<file path="config.mk">
export PLATFORM = sky130hd
export DESIGN_NAME = mem_access_unit
export DESIGN_NICKNAME = d
export VERILOG_FILES = /design/src/rtl/mem_access_unit.sv
export SDC_FILE = /design/constraint.sdc
export NUM_CORES = 1
export LEC_CHECK = 0
export CORE_MARGIN = 2
export CORE_UTILIZATION = 40
export DETAILED_ROUTE_END_ITERATION = 12
export PLACE_DENSITY = 0.75
export SYNTH_ARGS = -nofsm -noshare
export SYNTH_HDL_FRONTEND = slang
export SYNTH_SLANG_ARGS = --single-unit
</file>
<file path="constraint.sdc">
create_clock -name clk -period 3.7 [get_ports clk]
set_input_delay 0.555 -clock clk [delete_from_list [all_inputs] [get_ports clk]]
set_output_delay 0.555 -clock clk [all_outputs]
set_load 0.005 [all_outputs]
</file>
<file path="src/rtl/mem_access_unit.sv">
// MEM-stage load/store controller: req/ack data-memory bus transaction with pipeline stall.
// Optional misaligned-access trap enabled by defining MEM_MISALIGN_CHECK_EN.
module mem_access_unit #(
  parameter int WIDTH   = 32,
  parameter int TIMEOUT = 16,
  parameter int TCNT_W  = 5
) (
  input  logic             clk,
  input  logic             rst_n,
  input  logic             MemReadM,
  input  logic             MemWriteM,
  input  logic [1:0]       MemSizeM,
  input  logic             MemSignedM,
  input  logic [WIDTH-1:0] ALUOutM,
  input  logic [WIDTH-1:0] WriteDataM,
  output logic             DmemReq,
  output logic             DmemWe,
  output logic [WIDTH-1:0] DmemAddr,
  output logic [3:0]       DmemBe,
  output logic [WIDTH-1:0] DmemWdata,
  input  logic [WIDTH-1:0] DmemRdata,
  input  logic             DmemAck,
  output logic [WIDTH-1:0] ReadDataM,
  output logic             StallM,
  output logic             BusErrM,
  output logic             MisalignM
);

  typedef enum logic [1:0] {IDLE, REQ, DONE} state_t;

  localparam logic [TCNT_W-1:0] WDOG_LAST = TCNT_W'(TIMEOUT - 1);

  state_t            state_q;
  logic [TCNT_W-1:0] wdog_q;
  logic [1:0]        addr_lo_q;
  logic [1:0]        size_q;
  logic              signed_q;
  logic              load_q;

  logic              access;
  logic              misaligned;
  logic [3:0]        be_d;
  logic [WIDTH-1:0]  wdata_d;
  logic [7:0]        rd_byte;
  logic [15:0]       rd_half;
  logic [WIDTH-1:0]  load_ext;

  assign access = MemReadM | MemWriteM;
  assign StallM = (state_q == REQ) || ((state_q == IDLE) && access);

`ifdef MEM_MISALIGN_CHECK_EN
  assign misaligned = ((MemSizeM == 2'b01) && ALUOutM[0]) ||
                      (MemSizeM[1] && (ALUOutM[1:0] != 2'b00));
`else
  assign misaligned = 1'b0;
`endif

  always_comb begin
    be_d    = 4'b1111;
    wdata_d = WriteDataM;
    case (MemSizeM)
      2'b00: begin
        be_d    = 4'b0001 << ALUOutM[1:0];
        wdata_d = {4{WriteDataM[7:0]}};
      end
      2'b01: begin
        be_d    = ALUOutM[1] ? 4'b1100 : 4'b0011;
        wdata_d = {2{WriteDataM[15:0]}};
      end
      default: ;
    endcase
  end

  // Extraction uses the launch-time low address bits, since DmemAddr is word-aligned.
  always_comb begin
    rd_byte  = DmemRdata[{addr_lo_q, 3'b000} +: 8];
    rd_half  = addr_lo_q[1] ? DmemRdata[31:16] : DmemRdata[15:0];
    load_ext = DmemRdata;
    case (size_q)
      2'b00:   load_ext = {{24{signed_q & rd_byte[7]}}, rd_byte};
      2'b01:   load_ext = {{16{signed_q & rd_half[15]}}, rd_half};
      default: ;
    endcase
  end

  always_ff @(posedge clk or negedge rst_n) begin
    if (!rst_n) begin
      state_q   <= IDLE;
      wdog_q    <= '0;
      addr_lo_q <= '0;
      size_q    <= '0;
      signed_q  <= 1'b0;
      load_q    <= 1'b0;
      DmemReq   <= 1'b0;
      DmemWe    <= 1'b0;
      DmemAddr  <= '0;
      DmemBe    <= '0;
      DmemWdata <= '0;
      ReadDataM <= '0;
      BusErrM   <= 1'b0;
      MisalignM <= 1'b0;
    end else begin
      case (state_q)
        IDLE: begin
          if (access) begin
            ReadDataM <= '0;
            BusErrM   <= 1'b0;
            if (misaligned) begin
              MisalignM <= 1'b1;
              state_q   <= DONE;
            end else begin
              DmemAddr  <= {ALUOutM[WIDTH-1:2], 2'b00};
              DmemBe    <= be_d;
              DmemWdata <= wdata_d;
              DmemWe    <= MemWriteM;
              DmemReq   <= 1'b1;
              wdog_q    <= '0;
              addr_lo_q <= ALUOutM[1:0];
              size_q    <= MemSizeM;
              signed_q  <= MemSignedM;
              load_q    <= MemReadM & ~MemWriteM;
              state_q   <= REQ;
            end
          end
        end
        REQ: begin
          if (DmemAck) begin
            DmemReq <= 1'b0;
            if (load_q) ReadDataM <= load_ext;
            state_q <= DONE;
          end else if (wdog_q == WDOG_LAST) begin
            DmemReq   <= 1'b0;
            ReadDataM <= '0;
            BusErrM   <= 1'b1;
            state_q   <= DONE;
          end else begin
            wdog_q <= wdog_q + 1'b1;
          end
        end
        DONE: begin
          BusErrM   <= 1'b0;
          MisalignM <= 1'b0;
          state_q   <= IDLE;
        end
        default: state_q <= IDLE;
      endcase
    end
  end

endmodule

</file>
==> key figures <==
Outcome
  – Status: finished, final reports clean

Clock tree
  – CTS Sinks: 114
  – Worst-case clock buffer depth: 2
  – CTS tree: done
  – Reg clk slew, reported paths: 0.05 ns
  – Worst-Skew Late Latency: 0.40 ns
  – Depth of the CTS H-tree: 4
  – CTS root buffer: clkbuf_16
  – Cts repair resizes: 0
  – CTS Hold Bufs: 0
  – Postcts setup bufs: 0
  – CTS Buf Count: 17

Setup path
  – Critical-path top delay cell: clkdlybuf4s50_1
  – Worst Setup SP: MemWriteM
  – Crit path buffers/inverters: 2
  – CP required: 3.14 ns
  – Startpoint types: input pin
  – Reg-to-reg critical path startpoint: wdog_q[0]
  – Peak fanout along the critical path: 6
  – Top cell by count, worst path: clkdlybuf4s50_1
  – Critical Path Max Stage Delay: 0.54 ns
  – Setup CP Type: input pin to output port
  – CP delay by family, top: buffers and inverters
  – Crit-path cells: clkdlybuf4s50_1, nor3_1, nor2_1, clkdlybuf4s50_1
  – Crit. End Element: output port
  – Arrival @ worst endpoint: 1.95 ns

STA
  – Period minus WS final: 2.51 ns
  – RSZ-0062 raised after global routing: false
  – Final worst slack: 1.19 ns
  – Max frequency: 399 MHz
  – Period utilization: 0.678
  – Slew margin rel.: 0.367
  – Worst-margin pin slew: 0.950 ns
  – Final setup fails: 0
  – Hold Fails Final Rpt: 0
  – Clock Skew: 0.00741 ns
  – Final setup TNS: 0 ns
  – Pins over their slew limit: 0

Place
  – Setup WS pre-CTS: 1.18 ns
  – Hpwl dp: 11100 µm
  – Routability cong.: 0.865
  – Port Buffers: 205

Drt
  – Total wire length: 15500 µm
  – Detailed-route wire length per cell: 16.3 µm
  – Vias/cell: 5.10
  – DR iter-0 viols: 392
  – DRC Markers: 0
  – DRT antenna net count: 0
  – Drt pass-1 iters: 6
  – Via count: 4853

Synth
  – FF+latch count, synth: 114
  – Mapped Area: 5200 µm²
  – Post-synth EDFFs: 0
  – Count leader, synth: nand2_1
  – Synth Flop Type: dfrtp_1
  – Post-synth top cells: nand2_1 (207), dfrtp_1 (114), o21ai_0 (54), mux2i_1 (33), a21oi_1 (25)
  – Sequential fraction of the synthesis area: 0.548
  – Synth Warn #: 0
  – Fraction of registers with async set or reset after synthesis: 1.00
  – Mean Syn Cell Area: 9.08 µm²
  – Main area contributors after synthesis: dfrtp_1 (55%), nand2_1 (15%), mux2i_1 (6.3%), o21ai_0 (5.2%), a21oi_1 (2.4%)
  – Unique masters post-synth: 38
  – Area leader, netlist: dfrtp_1
  – Gate Count Post-Synth: 573
  – Post-synth top area share: 0.548

Finish
  – # fillers: 1074
  – Area grow syn2layout: 53.5%
  – Layout cells sized above 1: 0.0538
  – ANT cells: 0
  – Fin nets: 873

Floorplan
  – Die ar.: 13900 µm²
  – CORE AREA: 12700 µm²
  – Initial core utilization: 0.411
  – # IOs: 209
  – Die span in x: 118 µm
  – FP Rows: 41
  – Die height: 118 µm

Job
  – Max-cap viol count: 0

GRT
  – Vias in the first global route: 4887
  – GRT overflow: 0
  – Initial antenna violation count: 0
  – Tot GR Track Use: 0.228
  – Largest net degree at the start of global routing: 101
  – Global-route wire length before repair: 25100 µm

Power and ir drop
  – Pint: 0.00436 W
  – Peak supply drop: 0.000394 V
  – Sw Share: 0.325
  – Sequential power share: 0.340
  – Gate power share: 0.384
  – Power, Total: 0.00646 W
  – Static Leak: 3.64 nW
  – Psw: 0.00210 W
  – PwrDens: 809 nW/µm²
  – Clk network pwr share: 0.275

Min path
  – Worst Hold Class: input pin to asynchronous set/reset pin
[power by group through the flow]
stage                     Combinational [W]  Sequential [W]  Clock (W)
after floorplan                     0.00110         0.00214          0
after global placement              0.00243         0.00219          0
after detailed placement            0.00250         0.00220          0
after CTS                           0.00251         0.00220    0.00181
after global routing                0.00273         0.00227    0.00188
final                               0.00248         0.00220    0.00178
[layer usage]
layer  wire length [µm]  vias up  GRT usage  share of wire
li1                   -     2300          -              -
met1               6480     2342      0.277           0.42
met2               7500      194      0.372           0.48
met3               1330       17     0.0877          0.086
met4                206        0     0.0745          0.013
met5                  0        -          0              0
[layout make-up]
type,instances,area (µm²),share of cell area
clock buffer,22,464,0.0581
sequential,114,2850,0.357
inverter,5,18.8,0.00235
clock inverter,10,180,0.0226
multi-input combinational,419,2160,0.270
timing repair buffer,210,2100,0.263
tap,172,215,0.0269
[registers in the layout (all words and copies together) (netlist names), 2 cells and up]
register,count
DmemWdata,32
ReadDataM,32
DmemAddr,30
wdog_q,5
DmemBe,4
addr_lo_q,2
size_q,2
state_q,2
[cells by family (layout without fill, tap and decap cells)]
| logic type | after synthesis | count (layout) | share of synthesized area |
|---|---|---|---|
| AOI/OAI and AO/OA | 120 | 120 | 0.136 |
| xor gates and xnor gates | 2 | 2 | 0.00337 |
| adders and majority gates | 2 | 2 | 0.00481 |
| buffers and inverters | 42 | 247 | 0.0404 |
| DFF | 114 | 114 | 0.548 |
| muxes | 33 | 33 | 0.0635 |
| other | 1 | 3 | 0.000721 |
| and+or+nand+nor | 259 | 259 | 0.203 |
[final timing paths]
kind	endpoint	slack, ns	depth (start not counted)
setup reg to reg	ReadDataM[23]	1.58	7
hold reg to reg	DmemWdata[0]	0.48	2
min in group clk	DmemWdata[0]	0.48	2
hold / removal	ReadDataM[24]	0.30	1
setup / recovery	StallM	1.19	4
max in group asynchronous	DmemWdata[5]	2.64	2
[cells in the final DEF, fill, tap and decap left out, types with 2 or more instances in the layout]
| cell type | netlist | routed |
|---|---|---|
| o21ai_0 | 54 | 54 |
| xor2_1 | 2 | 2 |
| or3_1 | 8 | 8 |
| clkinv_2 | 0 | 3 |
| nand2_1 | 207 | 207 |
| o21a_1 | 8 | 7 |
| inv_1 | 5 | 5 |
| mux2i_1 | 33 | 33 |
| conb_1 | 1 | 3 |
| o211ai_1 | 7 | 7 |
| nor2b_1 | 9 | 9 |
| clkinvlp_4 | 0 | 2 |
| a21oi_1 | 25 | 25 |
| o21ai_1 | 4 | 4 |
| clkdlybuf4s50_1 | 0 | 204 |
| nor2_1 | 21 | 21 |
| dfrtp_1 | 114 | 114 |
| buf_4 | 3 | 5 |
| nor3_1 | 2 | 2 |
| nand2b_1 | 3 | 3 |
| ha_1 | 2 | 2 |
| clkbuf_16 | 0 | 17 |
| bufinv_16 | 0 | 5 |
| nand3_1 | 2 | 2 |
| clkbuf_1 | 24 | 3 |
| clkbuf_8 | 0 | 2 |
| a22oi_1 | 16 | 16 |
[stage by stage]
| stage | std cells | cell area (µm²) | hold slack [ns] | utilization |
|---|---|---|---|---|
| after global routing | 952 | 7990 | 0.366 | 0.630 |
| after floorplan | 575 | 5210 | 0.259 | - |
| after detailed placement | 920 | 7340 | 0.464 | 0.579 |
| after CTS | 952 | 7990 | 0.323 | 0.630 |
| final | 952 | 7990 | 0.302 | 0.630 |
| after global placement | 920 | 7340 | 0.457 | 0.579 |
Note: power is estimated with default switching activity, not from simulation.
